<file path="src/rtl/seq_det_ctrl.sv">
// Run controller for the serial "111" detector: arms it for a window of cycles,
// counts detect pulses and reports HIT (threshold reached) or MISS (window expired).
module seq_det_ctrl #(
    parameter int CNT_W = 8,
    parameter int WIN_W = 16
) (
    input  logic             clk,
    input  logic             reset,
    input  logic             start,
    input  logic             abort,
    input  logic             ack,
    input  logic [CNT_W-1:0] cfg_threshold,
    input  logic [WIN_W-1:0] cfg_window,
    input  logic             det,
    output logic             det_en,
    output logic             busy,
    output logic             done,
    output logic             hit,
    output logic [CNT_W-1:0] hit_count
);

    // state    | meaning
    // S_IDLE   | waiting for start
    // S_RUN    | detector armed, counting detects, window timer running
    // S_REPORT | result held (done=1) until ack or abort
    typedef enum logic [1:0] {
        S_IDLE   = 2'b00,
        S_RUN    = 2'b01,
        S_REPORT = 2'b10
    } state_t;

    state_t           state_q, state_d;
    logic             hit_q, hit_d;
    logic [CNT_W-1:0] cnt_q, cnt_d;
    logic [CNT_W-1:0] thr_q, thr_d;
    logic [WIN_W-1:0] win_q, win_d;
    logic [WIN_W-1:0] timer_q, timer_d;
    logic [CNT_W-1:0] cnt_inc;

    // Saturating count including this cycle's detect pulse.
    assign cnt_inc = (det && (cnt_q != {CNT_W{1'b1}})) ? cnt_q + CNT_W'(1) : cnt_q;

    always_comb begin
        state_d = state_q;
        hit_d   = hit_q;
        cnt_d   = cnt_q;
        thr_d   = thr_q;
        win_d   = win_q;
        timer_d = timer_q;
        case (state_q)
            S_IDLE: begin
                if (!abort && start) begin
                    thr_d   = cfg_threshold;
                    win_d   = cfg_window;
                    cnt_d   = '0;
                    timer_d = '0;
                    if (cfg_threshold == '0) begin
                        state_d = S_REPORT;
                        hit_d   = 1'b1;
                    end else if (cfg_window == '0) begin
                        state_d = S_REPORT;
                        hit_d   = 1'b0;
                    end else begin
                        state_d = S_RUN;
                        hit_d   = 1'b0;
                    end
                end
            end
            S_RUN: begin
                if (abort) begin
                    state_d = S_IDLE;
                    hit_d   = 1'b0;
                    cnt_d   = '0;
                    timer_d = '0;
                end else begin
                    timer_d = timer_q + WIN_W'(1);
                    cnt_d   = cnt_inc;
                    // Threshold beats expiry when both land on the last cycle.
                    if (cnt_inc >= thr_q) begin
                        state_d = S_REPORT;
                        hit_d   = 1'b1;
                    end else if (timer_d == win_q) begin
                        state_d = S_REPORT;
                        hit_d   = 1'b0;
                    end
                end
            end
            S_REPORT: begin
                if (abort || ack) begin
                    state_d = S_IDLE;
                end
            end
            default: begin
                state_d = S_IDLE;
                hit_d   = 1'b0;
                cnt_d   = '0;
                timer_d = '0;
            end
        endcase
    end

    always_ff @(posedge clk or posedge reset) begin
        if (reset) begin
            state_q <= S_IDLE;
            hit_q   <= 1'b0;
            cnt_q   <= '0;
            thr_q   <= '0;
            win_q   <= '0;
            timer_q <= '0;
        end else begin
            state_q <= state_d;
            hit_q   <= hit_d;
            cnt_q   <= cnt_d;
            thr_q   <= thr_d;
            win_q   <= win_d;
            timer_q <= timer_d;
        end
    end

    assign det_en    = (state_q == S_RUN);
    assign busy      = (state_q == S_RUN);
    assign done      = (state_q == S_REPORT);
    assign hit       = hit_q;
    assign hit_count = cnt_q;

endmodule

</file>
<file path="config.mk">
export PLATFORM = sky130hd
export DESIGN_NAME = seq_det_ctrl
export DESIGN_NICKNAME = d
export VERILOG_FILES = /design/src/rtl/seq_det_ctrl.sv
export SDC_FILE = /design/constraint.sdc
export NUM_CORES = 1
export LEC_CHECK = 0
export CORE_ASPECT_RATIO = 0.5
export CORE_MARGIN = 3
export CORE_UTILIZATION = 33
export CTS_CLUSTER_SIZE = 10
export DETAILED_ROUTE_END_ITERATION = 7
export MAX_ROUTING_LAYER = met4
export PLACE_DENSITY_LB_ADDON = 0.05
export SYNTH_ARGS = -nofsm -noshare
export SYNTH_HDL_FRONTEND = slang
export SYNTH_SLANG_ARGS = --single-unit
</file>
<file path="constraint.sdc">
create_clock -name clk -period 3.1 [get_ports clk]
set_input_delay 0.62 -clock clk [delete_from_list [all_inputs] [get_ports clk]]
set_output_delay 0.62 -clock clk [all_outputs]
set_load 0.1 [all_outputs]
</file>
Yosys cells after proc, flatten, opt, wreduce, memory -nomap -nowiden
Index checks and enable logic that the tools add are counted.
{ "word_totals": {"ff_bits": 51, "latchBits": 0, "ramBits": 0, "romBits": 0, "input_bits": 30, "out_inout_bits": 12, "wordCells": 49, "n_memories": 0} }
{ "op_classes": {"n_addsub": 2, "multipliers": 0, "div_mod_pow": 0, "order_cmp": 1, "n_eq_ne": 7, "shifts": 0, "n_mux": 21, "n_bitwise": 1, "n_reduce_logical": 11} }
{ "ops": {"columns": ["operator", "count"], "rows": [
  ["$pmux 16 s3", 1],
  ["$mux 16", 2],
  ["$mux 8", 3],
  ["$pmux 8 s3", 1],
  ["$add 16x1->16 const B", 1],
  ["$eq 16x16->1", 1],
  ["$logic_not 16->1", 1],
  ["$mux 2", 7],
  ["$add 8x1->8 const B", 1],
  ["$ge 8x8->1", 1],
  ["$logic_not 8->1", 1],
  ["$ne 8x8->1 const B", 1],
  ["$pmux 2 s3", 1],
  ["$reduce_and 3->1", 2],
  ["$mux 1", 5],
  ["$ne 4x2->1 const B", 1],
  ["$reduce_and 2->1", 2],
  ["$pmux 1 s3", 1],
  ["$eq 2x1->1 const B", 1],
  ["$eq 2x2->1 const B", 1],
  ["$logic_and 1x1->1", 2],
  ["$logic_not 2->1", 1],
  ["$ne 2x1->1 const B", 1],
  ["$ne 2x2->1 const B", 1],
  ["other kinds (3)", 3]
]} }

Longest topological paths before layout
Gate-level depths: netlist of run 1.
{ "logic_depth": {"word_depth": 7, "depth_mapped": 14, "ltp_nobuf": 14} }

Worst setup path before layout of run 1
OpenSTA, ideal clock, no wires.
{ "synth_path": {"path_type": "register to register", "start": "register cnt_q[3] (netlist: hit_count[3])", "end": "register hit_q (netlist: hit)", "setup_time_ns": 0.104, "arrival_ns": 3.511, "required_ns": 2.996, "setup_slack_ns": -0.515, "stages_incl_launch_ff": 14, "n_path_buf": 0, "synth_period_minus_slack_ns": 3.615, "cell_sequence": "dfrtp_1 and3_1 nand3_1 o21ai_0 nor2_1 nand3_1 xnor2_1 ha_1 nand4_1 o31ai_1 a21oi_1 o22ai_1 or3b_2 o311ai_1"} }
{ "synth_between": {"elab_chain_len": 7, "elab_cells_between_ends": 10, "cone_classes": "add/sub (1); order compare (1); eq/ne (2); mux (4); reduce/logical (2)"} }
{ "synth_lines": {"columns": ["element", "line", "rtl"], "rows": [
  ["start, declared", "34", "logic [CNT_W-1:0] cnt_q, cnt_d;"],
  ["start signal, assigned", "113", "cnt_q <= cnt_d;"],
  ["parallel branches: the longest is 2 deep, another holds $add 8x1->8", null, null],
  ["$mux 8 *", "41", "assign cnt_inc = (det && (cnt_q != {CNT_W{1'b1}})) ? cnt_q + CNT_W'(1) : cnt_q;"],
  ["$ge 8x8->1 *", "79", "if (cnt_inc >= thr_q) begin"],
  ["$mux 1", "79", null],
  ["$mux 1", "70", "if (abort) begin"],
  ["$pmux 1 s3", "50", "case (state_q)"],
  ["end signal, assigned", "112", "hit_q <= hit_d;"],
  ["end, declared", "33", "logic hit_q, hit_d;"]
]} }
Every way passes the cells marked *.
A chain may end at the register's enable or synchronous reset.

Worst setup path after layout of run 1
{ "layout_path": {"start": "register timer_q[1]", "end": "register hit_q (netlist: hit)"} }
{ "layout_between": {"elab_chain_len": 4} }
{ "layout_lines": {"columns": ["element", "line", "rtl"], "rows": [
  ["start, declared", "37", "logic [WIN_W-1:0] timer_q, timer_d;"],
  ["start signal, assigned", "116", "timer_q <= timer_d;"],
  ["$add 16x1->16", "76", "timer_d = timer_q + WIN_W'(1);"],
  ["$eq 16x16->1", "82", "end else if (timer_d == win_q) begin"],
  ["$ne 4x2->1 (no line)", null, null],
  ["$reduce_and 3->1 (no line)", null, null]
]} }
No other way between the ends.

==> flow_summary.toml, run 1 <==
[run_status]
run_status = "finished, final reports clean"

[synthesis]
synth_flop_cell = "dfrtp_1"
synth-xor-area-share_pct = 7.18
synth_area_per_cell_sq_um = 9.22
syn_nets = 397
ys_seq_area_share_pct = 38.8
ys_warn_count = 0
synth-compound-area-share_pct = 18.0
syn_inst = 357
synthMuxAreaShare_pct = 5.47
syn-cell-area_sq_mm = 0.00329
synthAdderAreaFrac_pct = 3.80
ys_ff_latch = 51
async_reset_ff_share_pct = 100
yosysUniqueCellTypes = 53
synth-edff-count = 0
synth-simple-area-share_pct = 21.7
synth_top_family_by_area = "simple AND/OR/NAND/NOR gates"

[timing]
fin_crit_sh_pct = 94.4
slew_violations = 0
hold_viol = 0
tightest_slew_ps = 541
setup_violations = 0
finalCriticalPeriod_ps = 2930
timing.fmax_ghz = 0.342
finalSetupTns_ps = 0
fin_worst_skew_ps = 3.22
maxSlewHeadroom_pct = 63.6

[clock_tree]
cts_resized = 0
cts_buffer_depth = 2
cts_root_buf = "clkbuf_16"
clock-sinks = 51
ctsHoldBuffers = 0
cts.clk_slew.worst_paths_ps = 70
cts_tree = "yes"
postCtsSetupBuffers = 0
cts_max_level = 2
clock_latency_ps = 290
numCtsBuffers = 5

[run]
drv_cap = 0

[detailed_routing]
drc = 0
drt_iter0_markers = 232
routedWlPerCell_microns = 16.6
routed_wl_microns = 8860
ant_nets = 0
drt_pass1_iterations = 5
routed_via_density = 5.34
routed-via-count = 2853

[global_routing]
gr-max-usage-layer = "met2"
grt_pass1_vias = 2788
use_met3_pct = 3.39
antenna_found_initial = 0
track_usage_pct = 16.5
grt_use_met2_pct = 24.6
grtUsageMet1_pct = 23.7
grt_max_degree = 34
grt_pass1_wl_microns = 14500
globalRouteOverflowTotal = 0

[die]
dieArea_sq_mm = 0.0113
die_y_microns = 76.6
coreArea_sq_mm = 0.00957
die_x_microns = 147
rows = 25
start_util_pct = 34.4
boundaryPins = 42

[setup_path]
end_kind = "register"
critical_path_class = "register to register"
start_kind = "register"
required_ps = 3270
r2r_slack_ps = 170
arrival_ps = 3100
cp_max_fo = 7

[place]
post_dp_cell_area_sq_mm = 0.00388
hpwl_microns = 6650
finalWeightedCongestion = 0.898
io_buffers = 41

[power_and_ir_drop]
vdd_drop_max_mv = 0.231
leakagePower_nw = 1.66
power_density_mw_per_mm2 = 561

[finish]
syn2layout_area_growth_pct = 22.9
nets = 438
diodes = 0
layout_commonest_cell = "dfrtp_1"
drive_gt1_share_pct = 18.8
post-route-cell-area_sq_mm = 0.00405
layout_common_cells = "43 x dfrtp_1, 35 x o21ai_0, 34 x nand2_1"

[worst_hold_path]
hold_class = "register to register"
==> flip-flops by register name (all words and copies together), names as in the netlist <==
register	count
timer_q	16
hit_count	8
thr_q	8
hit	1
state_q	2
win_q	16
==> cells by family after synthesis <==
group / Yosys count
and+or+nand+nor: 127
AOI/OAI and AO/OA: 90
DFF: 51
buffers and inverters: 36
xor gates and xnor gates: 27
muxes: 16
adders and majority gates: 10
==> metal layers <==
| metal | up-vias | wire length, microns |
|---|---|---|
| met2 | 76 | 3900 |
| met3 | 7 | 433 |
| li1 | 1378 | - |
| met5 | - | 0 |
| met4 | 0 | 45 |
| met1 | 1392 | 4480 |
==> power by group <==
group | total [mW] | leakage [nW] | switching [mW] | internal [mW]
combinational | 0.746 | 0.933 | 0.431 | 0.315
sequential | 0.892 | 0.647 | 0.103 | 0.789
clock | 0.633 | 0.0781 | 0.250 | 0.382
==> cell usage after synthesis, types with 3 or more instances <==
master / n / share of area [%]
a211oi_1: 3 / 0.68
nand2_1: 34 / 3.9
nand3_1: 14 / 2.1
inv_1: 12 / 1.4
a211o_1: 4 / 1.1
buf_2: 6 / 0.91
o31ai_1: 14 / 3.2
nor4_1: 10 / 1.9
xnor2_1: 19 / 5.1
ha_1: 10 / 3.8
clkbuf_1: 11 / 1.3
o21ai_0: 36 / 5.5
mux2_2: 16 / 5.5
or3_1: 3 / 0.57
or4_1: 3 / 0.68
nor3_1: 3 / 0.46
and3_1: 5 / 0.95
nand2b_1: 3 / 0.57
dfrtp_1: 51 / 39
a31oi_1: 3 / 0.57
a21oi_1: 7 / 1.1
nor2_1: 23 / 2.6
nand4_1: 9 / 1.7
xor2_1: 8 / 2.1
buf_4: 6 / 1.4
a22o_1: 5 / 1.3
and2_1: 5 / 0.95
==> cell type report <==
| type | instances | area [sq um] |
|---|---|---|
| fillers | 981 | 5520 |
| multi-input cells | 270 | 1870 |
| flip-flops and latches | 51 | 1290 |
| repair buffers | 57 | 513 |
| well taps | 135 | 169 |
| clock buffers | 7 | 133 |
| inverters | 13 | 48.8 |
| clock inverters | 1 | 30.0 |
==> metrics by stage <==
| step | std cells | util (%) | worst slack (ps) | hold WS, ps | total power [mW] |
|---|---|---|---|---|---|
| 4_1_cts | 534 | 42.2 | 218 | 514 | 2.29 |
| 3_3_place_gp | 526 | 40.5 | 10.7 | 497 | 1.64 |
| 3_5_place_dp | 526 | 40.5 | -34.3 | 503 | 1.65 |
| 6_report | 534 | 42.3 | 174 | 508 | 2.27 |
| 5_1_grt | 534 | 42.3 | -2.82 | 536 | 2.42 |
| 2_1_floorplan | 357 | - | 25.3 | 471 | 1.41 |
==> critical path, stage by stage (launching register included) <==
cell and delay [ps]:
dfrtp_1 350, ha_1 380, nand4_4 190, nor4_4 330
xnor2_1 120, or4_1 490, or4_1 410, nor3_1 290
buf_4 170, o311ai_1 70
==> path summary, 6_finish.rpt <==
check | start | end | depth (start not counted)
max | timer_q[1]$_DFFE_PP0P_ | hit$_DFFE_PP0P_ | 9
min in group asynchronous | reset | thr_q[0]$_DFFE_PP0P_ | 2
min | timer_q[15]$_DFFE_PP0P_ | timer_q[15]$_DFFE_PP0P_ | 1
max reg2reg | timer_q[1]$_DFFE_PP0P_ | hit$_DFFE_PP0P_ | 9
min reg2reg | timer_q[15]$_DFFE_PP0P_ | timer_q[15]$_DFFE_PP0P_ | 1
max in group asynchronous | reset | timer_q[8]$_DFFE_PP0P_ | 3
Note: power is estimated with default switching activity, not from simulation.
==> run 2, diff against run 1 <==
CORE_MARGIN = 2   (was 3)
clock period = 2.4 ns   (was 3.1 ns; I/O delays follow)
==> flow_summary.toml, run 2 (synthesized netlist as in run 1, its figures left out) <==
[finish]
layout_common_cells = "89 x buf_4, 42 x dfrtp_1, 34 x nand2_1, 34 x o21ai_0, 29 x clkdlybuf4s50_1"
syn2layout_area_growth_pct = 40.3
nets = 501
diodes = 0
top_regs = "timer_q: 16 flops, win_q: 16 flops"
drive_gt1_share_pct = 33.3
layout_commonest_cell = "buf_4"
num-fill-cells = 950
post-route-cell-area_sq_mm = 0.00462
stdcell_count = 597

[worst_hold_path]
hold_class = "primary input to async pin"

[setup_path]
start_kind = "register"
critical_path_class = "register to register"
cp_max_fo = 5
r2r_end = "hit$_DFFE_PP0P_"
r2r_start = "timer_q[1]$_DFFE_PP0P_"
arrival_ps = 2870
reg2reg_depth = 9
end_kind = "register"
required_ps = 2570
r2r_slack_ps = -310

[timing]
rsz0062_at_grt = "true"
fin_worst_skew_ps = 6.15
layout_setup_ws_ps = -307
tightest_slew_ps = 518
finalCriticalPeriod_ps = 2710
fin_crit_sh_pct = 113
timing.fmax_ghz = 0.369
slew_violations = 0
setup_violations = 3
maxSlewHeadroom_pct = 65.3
hold_viol = 0

[clock_tree]
clock-sinks = 51
cts_tree = "yes"
ctsHoldBuffers = 0
cts_root_buf = "clkbuf_16"
cts_buffer_depth = 2
clock_latency_ps = 300
numCtsBuffers = 5
cts.clk_slew.worst_paths_ps = 70
cts_max_level = 2

[global_routing]
use_met3_pct = 3.94
grtUsageMet1_pct = 25.6
grt_max_degree = 34
grt_pass1_vias = 3086
grt_pass1_wl_microns = 15600
gr-max-usage-layer = "met2"
track_usage_pct = 19.1
antenna_found_initial = 0
globalRouteOverflowTotal = 0
grt_use_met2_pct = 30.8

[place]
finalWeightedCongestion = 0.944
post_dp_cell_area_sq_mm = 0.00436
placed_cells = 584
hpwl_microns = 7330
io_buffers = 41

[run]
drv_cap = 0

[die]
start_util_pct = 34.4
die_x_microns = 145
die_y_microns = 74.6
coreArea_sq_mm = 0.00957
rows = 25
dieArea_sq_mm = 0.0108
boundaryPins = 42

[detailed_routing]
routedWlPerCell_microns = 16.2
drt_pass1_iterations = 4
routed-via-count = 3067
routed_wl_microns = 9690
ant_nets = 0
drt_iter0_markers = 156
routed_via_density = 5.14
drc = 0

[power_and_ir_drop]
leakagePower_nw = 1.99
power_density_mw_per_mm2 = 642
vdd_drop_max_mv = 0.346

[run_status]
violations = "setup timing"
run_status = "complete, but fails checks"
run 2: worst max-delay path by stage:
stage | slack (ps) | startpoint | endpoint | depth (start not counted)
6_report | -310 | timer_q[1]$_DFFE_PP0P_ | hit$_DFFE_PP0P_ | 9
5_1_grt | -450 | hit_count[3]$_DFFE_PP0P_ | hit$_DFFE_PP0P_ | 12
4_1_cts | -300 | hit_count[3]$_DFFE_PP0P_ | hit$_DFFE_PP0P_ | 12
3_5_place_dp | -610 | det | hit$_DFFE_PP0P_ | 11
3_3_place_gp | -520 | det | hit$_DFFE_PP0P_ | 12
2_1_floorplan | -580 | hit_count[4]$_DFFE_PP0P_ | hit$_DFFE_PP0P_ | 13
run 2: per-layer routing:
metal,part of all wire (%),vias up
met4,0.97,0
met1,50,1479
met2,45,70
met3,4.2,9
li1,-,1509
met5,0,-
run 2: layout make-up:
type,instances,area (sq um),share of cell area [%]
flip-flops and latches,51,1290,27.9
clock buffers,5,125,2.71
repair buffers,120,998,21.6
well taps,135,169,3.65
inverters,13,48.8,1.06
clock inverters,3,18.8,0.406
multi-input cells,270,1970,42.7
run 2: power by group:
group	switching [mW]	internal (mW)
combinational	0.600	0.471
sequential	0.136	1.02
clock	0.354	0.388
total	1.09	1.88
run 2: what timing repair did:
item / 4_1_cts / 5_1_grt
endpoints found under the setup margin: 3 / 3
pin swaps: 3 / 8
setup buffers: 2 / 3
resized for setup: 8 / 9
run 2: worst max-delay path, stage by stage, from the launching register on:
cell      delay, ps
dfrtp_1         390
ha_4            200
nand4_4         140
nor4_4          330
xnor2_1         130
or4_1           510
or4_4           440
nor3_4          220
buf_4           140
o311ai_1         80
run 2: per-stage QoR:
step / power (mW) / setup TNS [ps] / utilization [%] / hold slack, ps / setup WS (ps)
final: 2.97 / -754 / 48.3 / 515 / -307
after global routing: 3.15 / -1120 / 48.3 / 550 / -448
after CTS: 2.96 / -718 / 47.6 / 516 / -304
after detailed placement: 2.19 / -1640 / 45.5 / 504 / -614
after global placement: 2.17 / -1360 / 45.5 / 492 / -523
after floorplan: 1.83 / -1450 / - / 471 / -577
